==> src/rtl/aclint_pkg.sv <==
// aclint_pkg: region offsets, response codes, address decode and byte-merge helpers for the ACLINT
package aclint_pkg;
    localparam logic [15:0] MSWI_BASE     = 16'h0000;
    localparam logic [15:0] MTIMECMP_BASE = 16'h4000;
    localparam logic [15:0] MTIME_OFF     = 16'hBFF8;
    localparam logic [15:0] SSWI_BASE     = 16'hC000;
    localparam logic [15:0] DIV_OFF       = 16'hD000;
    localparam logic [1:0]  AXI_OKAY      = 2'b00;
    localparam logic [1:0]  AXI_SLVERR    = 2'b10;

    typedef enum logic [2:0] {REG_NONE, REG_MSIP, REG_MTIMECMP, REG_MTIME, REG_SSIP, REG_DIV} region_e;

    // Regions are contiguous and ordered, so a chain of upper-bound compares decodes them.
    function automatic region_e region_of(input logic [15:0] off);
        return off[1:0] != 2'b00   ? REG_NONE :
               off < MTIMECMP_BASE ? REG_MSIP :
               off < MTIME_OFF     ? REG_MTIMECMP :
               off < SSWI_BASE     ? REG_MTIME :
               off < DIV_OFF       ? REG_SSIP :
               off == DIV_OFF      ? REG_DIV : REG_NONE;
    endfunction

    function automatic logic [12:0] hart_of(input logic [15:0] off, input region_e r);
        logic [15:0] d;
        d = off - (r == REG_MTIMECMP ? MTIMECMP_BASE : r == REG_SSIP ? SSWI_BASE : MSWI_BASE);
        return r == REG_MTIMECMP ? 13'(d >> 3) : (r == REG_MSIP || r == REG_SSIP) ? 13'(d >> 2) : 13'd0;
    endfunction

    function automatic logic [63:0] merge(input logic [63:0] old, input logic [63:0] wd, input logic [7:0] ws);
        logic [63:0] r;
        for (int i = 0; i < 8; i++) r[8*i +: 8] = ws[i] ? wd[8*i +: 8] : old[8*i +: 8];
        return r;
    endfunction
endpackage

==> src/rtl/axi4lite_if.sv <==
// axi4lite_if: AXI4-lite bundle; target_port faces a register block, initiator_port faces a master
interface axi4lite_if #(
    parameter int AWIDTH = 32,
    parameter int DWIDTH = 32
);
    logic [AWIDTH-1:0]   awaddr;
    logic                awvalid, awready;
    logic [DWIDTH-1:0]   wdata;
    logic [DWIDTH/8-1:0] wstrb;
    logic                wvalid, wready;
    logic [1:0]          bresp;
    logic                bvalid, bready;
    logic [AWIDTH-1:0]   araddr;
    logic                arvalid, arready;
    logic [DWIDTH-1:0]   rdata;
    logic [1:0]          rresp;
    logic                rvalid, rready;

    modport target_port (
        input  awaddr, awvalid, wdata, wstrb, wvalid, bready, araddr, arvalid, rready,
        output awready, wready, bresp, bvalid, arready, rdata, rresp, rvalid
    );
    modport initiator_port (
        output awaddr, awvalid, wdata, wstrb, wvalid, bready, araddr, arvalid, rready,
        input  awready, wready, bresp, bvalid, arready, rdata, rresp, rvalid
    );
endinterface

==> src/rtl/aclint_tick_gen.sv <==
// aclint_tick_gen: mtime prescaler; tick pulses once every div+1 cycles
// Ports: clk, rst (sync, active-high), div (terminal count), div_wr (restart count), tick (increment strobe)
module aclint_tick_gen (
    input  logic        clk,
    input  logic        rst,
    input  logic [31:0] div,
    input  logic        div_wr,
    output logic        tick
);
    logic [31:0] cnt;

    // A divider write restarts the period, so no tick is issued in that cycle.
    assign tick = !div_wr && cnt == div;

    always_ff @(posedge clk)
        if (rst || div_wr) cnt <= '0;
        else cnt <= tick ? '0 : cnt + 32'd1;
endmodule

==> src/rtl/aclint.sv <==
// aclint: MSWI/SSWI/MTIMER block for NUM_HARTS harts behind one AXI4-lite target port
// Ports: clk, rst (sync, active-high); msip/ssip/mtip per-hart interrupts; mtime_o broadcast time;
//        axi_if register access (32/64-bit data bus)
module aclint
    import aclint_pkg::*;
#(
    parameter int          AWIDTH    = 32,
    parameter int          DWIDTH    = 32,
    parameter int          NUM_HARTS = 1,
    parameter logic [31:0] DIV_RESET = 32'd0
) (
    input  logic                 clk,
    input  logic                 rst,
    output logic [NUM_HARTS-1:0] msip,
    output logic [NUM_HARTS-1:0] ssip,
    output logic [NUM_HARTS-1:0] mtip,
    output logic [63:0]          mtime_o,
    axi4lite_if.target_port      axi_if
);
    localparam int HW = NUM_HARTS > 1 ? $clog2(NUM_HARTS) : 1;

    if (DWIDTH != 32 && DWIDTH != 64) begin : g_bad_dwidth
        $error("aclint: DWIDTH must be 32 or 64");
    end
    if (NUM_HARTS < 1 || NUM_HARTS > 64 || AWIDTH < 16) begin : g_bad_cfg
        $error("aclint: NUM_HARTS must be 1..64 and AWIDTH at least 16");
    end

    typedef enum logic {RD_IDLE, RD_RESP} rd_state_e;
    typedef enum logic [1:0] {WR_IDLE, WR_ACC, WR_RESP} wr_state_e;

    rd_state_e   rd_st;
    wr_state_e   wr_st;
    logic [63:0] mtime, mtime_inc, mtime_nx, div_m, wd, w64d, rval, rd64;
    logic [63:0] mtimecmp [NUM_HARTS];
    logic [31:0] div, w32d;
    logic [15:0] woff, roff;
    logic [12:0] whart, rhart;
    logic [HW-1:0] ridx;
    logic [7:0]  ws, w64s;
    logic [3:0]  w32s;
    region_e     wreg, rreg;
    logic        tick, wfire, wok, werr, rerr, div_wr, ris64, unused_ok;

    assign woff  = axi_if.awaddr[15:0];
    assign roff  = axi_if.araddr[15:0];
    assign wreg  = region_of(woff);
    assign rreg  = region_of(roff);
    assign whart = hart_of(woff, wreg);
    assign rhart = hart_of(roff, rreg);
    assign werr  = wreg == REG_NONE || 32'(whart) >= NUM_HARTS;
    assign rerr  = rreg == REG_NONE || 32'(rhart) >= NUM_HARTS;
    assign ridx  = HW'(rhart);

    // Normalise the bus into a 64-bit register view: 32-bit registers take the lane picked by
    // addr[2] on a 64-bit bus, 64-bit registers take the half picked by addr[2] on a 32-bit bus.
    assign wd   = 64'(axi_if.wdata);
    assign ws   = 8'(axi_if.wstrb);
    assign w32d = DWIDTH == 64 && woff[2] ? wd[63:32] : wd[31:0];
    assign w32s = DWIDTH == 64 && woff[2] ? ws[7:4] : ws[3:0];
    assign w64d = DWIDTH == 32 && woff[2] ? {wd[31:0], 32'd0} : wd;
    assign w64s = DWIDTH == 32 && woff[2] ? {ws[3:0], 4'd0} : ws;

    assign wfire  = wr_st == WR_ACC && axi_if.awvalid && axi_if.wvalid;
    assign wok    = wfire && !werr;
    assign div_wr = wok && wreg == REG_DIV;
    assign div_m  = merge({32'd0, div}, {32'd0, w32d}, {4'd0, w32s});

    // Written bytes override the tick-incremented value byte by byte, so no carry crosses into them.
    assign mtime_inc = mtime + 64'(tick);
    assign mtime_nx  = wok && wreg == REG_MTIME ? merge(mtime_inc, w64d, w64s) : mtime_inc;
    assign mtime_o   = mtime;

    assign rval  = rreg == REG_MSIP     ? 64'(msip[ridx]) :
                   rreg == REG_SSIP     ? 64'(ssip[ridx]) :
                   rreg == REG_MTIMECMP ? mtimecmp[ridx] :
                   rreg == REG_MTIME    ? mtime :
                   rreg == REG_DIV      ? 64'(div) : '0;
    assign ris64 = rreg == REG_MTIMECMP || rreg == REG_MTIME;
    assign rd64  = rerr ? '0 :
                   DWIDTH == 32 ? (ris64 && roff[2] ? {32'd0, rval[63:32]} : rval) :
                                  (!ris64 && roff[2] ? {rval[31:0], 32'd0} : rval);

    assign unused_ok = ^{axi_if.awaddr, axi_if.araddr, div_m[63:32]};

    aclint_tick_gen u_tick (
        .clk    (clk),
        .rst    (rst),
        .div    (div),
        .div_wr (div_wr),
        .tick   (tick)
    );

    always_ff @(posedge clk) begin
        if (rst) begin
            mtime <= '0;
            div   <= DIV_RESET;
            msip  <= '0;
            ssip  <= '0;
            mtip  <= '0;
            for (int h = 0; h < NUM_HARTS; h++) mtimecmp[h] <= '1;
        end else begin
            mtime <= mtime_nx;
            if (div_wr) div <= div_m[31:0];
            for (int h = 0; h < NUM_HARTS; h++) begin
                mtip[h] <= mtime >= mtimecmp[h];
                if (wok && whart == 13'(h)) begin
                    if (wreg == REG_MSIP && w32s[0]) msip[h] <= w32d[0];
                    if (wreg == REG_SSIP && w32s[0]) ssip[h] <= w32d[0];
                    if (wreg == REG_MTIMECMP) mtimecmp[h] <= merge(mtimecmp[h], w64d, w64s);
                end
            end
        end
    end

    always_ff @(posedge clk) begin
        if (rst) begin
            rd_st          <= RD_IDLE;
            axi_if.arready <= 1'b0;
            axi_if.rvalid  <= 1'b0;
            axi_if.rdata   <= '0;
            axi_if.rresp   <= AXI_OKAY;
        end else if (rd_st == RD_IDLE) begin
            axi_if.arready <= !(axi_if.arready && axi_if.arvalid);
            if (axi_if.arready && axi_if.arvalid) begin
                rd_st         <= RD_RESP;
                axi_if.rvalid <= 1'b1;
                axi_if.rdata  <= DWIDTH'(rd64);
                axi_if.rresp  <= rerr ? AXI_SLVERR : AXI_OKAY;
            end
        end else if (axi_if.rready) begin
            rd_st          <= RD_IDLE;
            axi_if.rvalid  <= 1'b0;
            axi_if.arready <= 1'b1;
        end
    end

    always_ff @(posedge clk) begin
        if (rst) begin
            wr_st          <= WR_IDLE;
            axi_if.awready <= 1'b0;
            axi_if.wready  <= 1'b0;
            axi_if.bvalid  <= 1'b0;
            axi_if.bresp   <= AXI_OKAY;
        end else begin
            case (wr_st)
                WR_IDLE: if (axi_if.awvalid && axi_if.wvalid) begin
                    wr_st          <= WR_ACC;
                    axi_if.awready <= 1'b1;
                    axi_if.wready  <= 1'b1;
                end
                WR_ACC: begin
                    wr_st          <= wfire ? WR_RESP : WR_IDLE;
                    axi_if.awready <= 1'b0;
                    axi_if.wready  <= 1'b0;
                    axi_if.bvalid  <= wfire;
                    axi_if.bresp   <= werr ? AXI_SLVERR : AXI_OKAY;
                end
                default: if (axi_if.bready) begin
                    wr_st         <= WR_IDLE;
                    axi_if.bvalid <= 1'b0;
                end
            endcase
        end
    end
endmodule
==> src/flat_wrapper.sv <==
// flat-port wrapper written by rule: the top's interface ports become plain ports
module aclint_flat import aclint_pkg::*;
#(
    parameter int          AWIDTH    = 32,
    parameter int          DWIDTH    = 32,
    parameter int          NUM_HARTS = 1,
    parameter logic [31:0] DIV_RESET = 32'd0
)
  (clk, rst, msip, ssip, mtip, mtime_o, axi_if_awaddr, axi_if_awvalid, axi_if_wdata, axi_if_wstrb, axi_if_wvalid, axi_if_bready, axi_if_araddr, axi_if_arvalid, axi_if_rready, axi_if_awready, axi_if_wready, axi_if_bresp, axi_if_bvalid, axi_if_arready, axi_if_rdata, axi_if_rresp, axi_if_rvalid);
  axi4lite_if #(.AWIDTH(AWIDTH), .DWIDTH(DWIDTH)) axi_if_i ();
  input  logic clk;
  input  logic rst;
  output logic [NUM_HARTS-1:0] msip;
  output logic [NUM_HARTS-1:0] ssip;
  output logic [NUM_HARTS-1:0] mtip;
  output logic [63:0] mtime_o;
  input wire logic [$bits(axi_if_i.awaddr)-1:0] axi_if_awaddr;
  input wire logic [$bits(axi_if_i.awvalid)-1:0] axi_if_awvalid;
  input wire logic [$bits(axi_if_i.wdata)-1:0] axi_if_wdata;
  input wire logic [$bits(axi_if_i.wstrb)-1:0] axi_if_wstrb;
  input wire logic [$bits(axi_if_i.wvalid)-1:0] axi_if_wvalid;
  input wire logic [$bits(axi_if_i.bready)-1:0] axi_if_bready;
  input wire logic [$bits(axi_if_i.araddr)-1:0] axi_if_araddr;
  input wire logic [$bits(axi_if_i.arvalid)-1:0] axi_if_arvalid;
  input wire logic [$bits(axi_if_i.rready)-1:0] axi_if_rready;
  output wire logic [$bits(axi_if_i.awready)-1:0] axi_if_awready;
  output wire logic [$bits(axi_if_i.wready)-1:0] axi_if_wready;
  output wire logic [$bits(axi_if_i.bresp)-1:0] axi_if_bresp;
  output wire logic [$bits(axi_if_i.bvalid)-1:0] axi_if_bvalid;
  output wire logic [$bits(axi_if_i.arready)-1:0] axi_if_arready;
  output wire logic [$bits(axi_if_i.rdata)-1:0] axi_if_rdata;
  output wire logic [$bits(axi_if_i.rresp)-1:0] axi_if_rresp;
  output wire logic [$bits(axi_if_i.rvalid)-1:0] axi_if_rvalid;
  assign axi_if_i.awaddr = axi_if_awaddr;
  assign axi_if_i.awvalid = axi_if_awvalid;
  assign axi_if_i.wdata = axi_if_wdata;
  assign axi_if_i.wstrb = axi_if_wstrb;
  assign axi_if_i.wvalid = axi_if_wvalid;
  assign axi_if_i.bready = axi_if_bready;
  assign axi_if_i.araddr = axi_if_araddr;
  assign axi_if_i.arvalid = axi_if_arvalid;
  assign axi_if_i.rready = axi_if_rready;
  assign axi_if_awready = axi_if_i.awready;
  assign axi_if_wready = axi_if_i.wready;
  assign axi_if_bresp = axi_if_i.bresp;
  assign axi_if_bvalid = axi_if_i.bvalid;
  assign axi_if_arready = axi_if_i.arready;
  assign axi_if_rdata = axi_if_i.rdata;
  assign axi_if_rresp = axi_if_i.rresp;
  assign axi_if_rvalid = axi_if_i.rvalid;
  aclint #(.AWIDTH(AWIDTH), .DWIDTH(DWIDTH), .NUM_HARTS(NUM_HARTS), .DIV_RESET(DIV_RESET)) u_core (.clk(clk), .rst(rst), .msip(msip), .ssip(ssip), .mtip(mtip), .mtime_o(mtime_o), .axi_if(axi_if_i));
endmodule
==> config.mk <==
export PLATFORM = sky130hd
export DESIGN_NAME = aclint_flat
export DESIGN_NICKNAME = d
export VERILOG_FILES = /design/src/rtl/aclint_pkg.sv /design/src/rtl/axi4lite_if.sv /design/src/rtl/aclint_tick_gen.sv /design/src/rtl/aclint.sv /design/src/flat_wrapper.sv
export SDC_FILE = /design/constraint.sdc
export NUM_CORES = 1
export LEC_CHECK = 0
export CAP_MARGIN = 20
export CORE_MARGIN = 3
export CORE_UTILIZATION = 55
export CTS_CLUSTER_DIAMETER = 40
export DETAILED_ROUTE_END_ITERATION = 16
export DONT_BUFFER_PORTS = 1
export PLACE_DENSITY = 0.71
export SYNTH_ARGS = -nofsm -noshare
export SYNTH_HDL_FRONTEND = slang
export SYNTH_SLANG_ARGS = --single-unit
==> constraint.sdc <==
create_clock -name clk -period 4.06 [get_ports clk]
set_input_delay 0.203 -clock clk [delete_from_list [all_inputs] [get_ports clk]]
set_output_delay 0.203 -clock clk [all_outputs]
set_load 0.01 [all_outputs]
==> metrics.md <==
| Metric | Value |
|---|---|
| Outcome | completed |
| DRT met1 WL | roughly 16 mm |
| Synth unique cells | 70 |
| Layout Skew | roughly 0.028 ns |
| Leakage power figure | ~6.4 nW |
| Critical Path Start Type | input pin |
| Setup ws final | between 0.3 and 0.4 ns |
| Critical path capture point type | register |
| Max-slew headroom | about a fifth |
| Routed wl met3 | 3.73 mm |
| Synth warn | 0 |
| First-pass GRT wire length | around 66 mm |
| Final Setup Violations | 0 |
| Multi-input gate area | about 7400 um^2 |
| Compound-Gate Fraction of Synth Area | 20.1% |
| RSZ-0062 raised after global routing | false |
| Placement Rows | between 50 and 60 |
| Worst-path clk slew | 0.05 ns |
| Routability congestion estimate | approximately 0.9 |
| Top cells by area, synth | dfxtp_1, edfxtp_1, ha_1 |
| Tot Pwr | 0.00599 W |
| DR WL/cell | 22.7 um |
| Post-cts repair resize count | 0 |
| Clk buf depth | 3 |
| Total CTS buffers | 37 |
| Register bit count reported by yosys | approximately 240 |
| Max Used Layer | met5 |
| Top cell type's share of synthesized area | about a quarter |
| Initial DRT Pass Iterations | 6 |
| CP arrival | 4.14 ns |
| Nets@finish | 1,751 |
| Chip Height | ~160 um |
| Initial antenna violation count | 9 |
| Worst-path maximum fanout | 11 |
| Grt ovf | 0 |
| Worst VDD drop | just under 0.3 mV |
| Top FF cell, synth | dfxtp_1 |
| WS Path Type | in -> reg |
| WL met2 | between 20 and 25 mm |
| Fill cell count | 2,025 |
| Multiplexer share of the synthesized area | under 10% |
| Area of the mapped netlist | around 14,000 um^2 |
| Share of cells above drive strength 1 | about 8.2% |
| Area leader, netlist | dfxtp_1 |
| Num ports | 215 |
| Crit path time final | roughly 3.7 ns |
| Mean Syn Cell Area | between 8 and 9 um^2 |
| Final WL | around 44 mm |
| Actual slew at the worst max-slew pin | 1.18 ns |
| Core ar. | about 24,000 um^2 |
| Number of global-route vias before repair | around 12,000 |
| Worst hold path class | in -> reg |
| HPWL after DPL | roughly 30 mm |
| Crit share post-route | between 90% and 100% |
| Total count of hold-check failures in the final report | 0 |
| Placed inst area | ~14,000 um^2 |
| Starting Density | between 50% and 60% |
| Pre-CTS setup slack | -0.119 ns |
| Post-Synth Simple-Gate Area | between 10% and 20% |
| Sink Count | between 200 and 250 |
| Post-Synth XOR/XNOR Area | 7.45% |
| Vias | around 12,000 |
| Clock Latency Late Sink | around 0.52 ns |
| Antenna viol nets, final | 0 |
| Final Core Density | roughly two thirds |
| Fin area | ~16,000 um^2 |
| Die area | 26,500 um^2 |
| GRT Total Usage | about a third |
| Die width | about 160 um |
| Via-to-Cell Ratio | around 6.4 |
| Number of synthesized flops with an enable pin | 64 |
| Buffers on Ports | 0 |
| Power Dens Cells | roughly 380 nW/um^2 |
| Main combinational cell family by area after synthesis | compound AO/OA/AOI/OAI gates |
| TritonCTS clock tree | built |
| Post-synthesis share of cell area spent on full adders, half adders and majority gates | roughly 6.9% |
| Max-slew violations | 0 |
| CTS H-tree depth | 2 |
| Register area share after synthesis | around two fifths |
| Starting DRT DRC Count | ~1,100 |
| # DRC | 0 |
| Max Clock Freq | about 270 MHz |
| Area Growth Syn to Fin | 15.9% |
| Largest net degree at the start of global routing | about 110 |
| Async SR Flop Fraction | 0% |
| Clk root buf | clkbuf_16 |
| MaxCap Viol Count | 0 |
| Post-Syn Instances | about 1,500 |
| Required time of the critical path | 4.49 ns |
| Sequential cell area | about 5400 um^2 |
-- cell type report --
type                       count  area share (%)
antenna                        8           0.128
clock inverter                15            1.26
timing repair buffer          84            5.11
clock buffer                  49            6.65
tap                          319            2.55
inverter                     115            2.75
sequential                   236            34.2
multi-input combinational   1095            47.3
-- synth_stat cells (2+ instances only) --
library cell / count
a211oi_1: 59
a21o_1: 13
a21oi_1: 71
a221oi_1: 32
a22o_1: 39
a311oi_1: 9
a31o_2: 4
a31oi_1: 3
a32o_1: 2
and2_1: 2
and3_1: 17
and4_1: 6
buf_1: 5
buf_2: 7
buf_4: 3
clkbuf_1: 69
clkbuf_4: 6
dfxtp_1: 172
edfxtp_1: 64
ha_1: 75
inv_1: 115
mux2i_1: 37
nand2_1: 63
nand2b_1: 5
nand3_1: 47
nand3_2: 4
nand4_1: 50
nand4b_1: 2
nor2_1: 177
nor2b_1: 4
nor3_1: 33
nor3b_1: 2
nor4_1: 15
o211ai_1: 23
o21a_1: 4
o21ai_0: 105
o21ai_1: 2
o2bb2ai_1: 6
o31ai_1: 19
o41ai_1: 2
or2_2: 4
or3_1: 12
or4_1: 7
xnor2_1: 57
xor2_1: 58
-- registers in the layout, indices dropped and copies added (netlist names), 2 cells and up --
name and flops:
u_core.div 32, u_core.wr_st 2, u_core.u_tick.cnt 32, u_core.mtime_o 64, u_core.axi_if.rdata 32, u_core.mtimecmp 64
-- layout by cell type (no fill, tap or decap), types with 6 or more instances in the layout --
| cell type | count |
|---|---|
| o2bb2ai_1 | 6 |
| o21ai_0 | 105 |
| a21oi_1 | 71 |
| nor3_1 | 31 |
| a21o_1 | 9 |
| or3_1 | 12 |
| dlygate4sd3_1 | 42 |
| xor2_1 | 58 |
| diode_2 | 8 |
| a311oi_1 | 9 |
| xnor2_1 | 57 |
| or4_1 | 7 |
| nand3_1 | 47 |
| o211ai_1 | 23 |
| nor4_1 | 13 |
| ha_1 | 75 |
| and3_1 | 17 |
| buf_4 | 38 |
| o31ai_1 | 19 |
| nand2_1 | 62 |
| nor2_1 | 176 |
| mux2i_1 | 37 |
| a221oi_1 | 32 |
| dfxtp_1 | 172 |
| inv_1 | 115 |
| edfxtp_1 | 64 |
| and4_1 | 6 |
| clkbuf_1 | 6 |
| a211oi_1 | 59 |
| a22o_1 | 39 |
| nand4_1 | 50 |
| clkbuf_16 | 38 |
-- power by group --
group	internal, W	switching [W]
clock	0.00206	0.00114
combinational	0.000118	0.000235
sequential	0.00243	0.0000177
total	0.00461	0.00139
-- cell families after synthesis --
kind of cell,after synthesis
XOR/XNOR,115
adder cells (fa/ha/maj),75
other,1
AO/OA/AOI/OAI,404
buffers and inverters,206
multiplexers,37
flip-flops,236
AND/OR/NAND/NOR,462
-- routing by layer --
| metal | global-route usage [%] | vias up |
|---|---|---|
| met5 | 0 | - |
| met4 | 16.1 | 2 |
| met3 | 7.99 | 142 |
| met2 | 53.9 | 568 |
| met1 | 37.7 | 5846 |
| li1 | - | 5705 |
-- critical path, stage by stage --
cell	delay [ns]
or4_4	0.54
nor4_4	0.24
o211ai_1	0.16
nand3_1	0.11
o21ai_0	0.08
and2_1	0.16
ha_1	0.28
nand2_1	0.07
o221a_1	0.26
nor4_4	0.07
a21oi_1	0.16
ha_1	0.18
ha_1	0.17
nand4_1	0.23
nor3_2	0.32
buf_4	0.27
nand4_1	0.20
xor2_1	0.20
a211oi_1	0.24
-- through the flow --
stage | std cells | setup TNS, ns | hold WS [ns]
after floorplan | 1537 | -0.514 | 0.347
after global placement | 1805 | -0.201 | 0.286
after detailed placement | 1805 | -2.48 | 0.286
after CTS | 1912 | 0 | 0.0108
after global routing | 1921 | 0 | 0.0578
final | 1921 | 0 | 0.0296
-- final timing paths --
| check | endpoint | startpoint | slack (ns) | depth (start not counted) |
|---|---|---|---|---|
| setup / recovery | u_core.mtime_o[32] | axi_if_awaddr[8] | 0.35 | 19 |
| hold / removal | u_core.axi_if.rdata[0] | axi_if_araddr[2] | 0.03 | 3 |
| setup reg to reg | u_core.mtime_o[32] | u_core.u_tick.cnt[12] | 0.51 | 13 |
| hold reg to reg | u_core.u_tick.cnt[0] | u_core.u_tick.cnt[0] | 0.48 | 1 |
-- repair_timing --
item,CTS,global route
endpoints found under the setup margin,0,0
hold buffers,43,0
hold endpoints to repair,202,0
setup buffers,0,0
No activity file was read; power rests on OpenSTA's default activity.
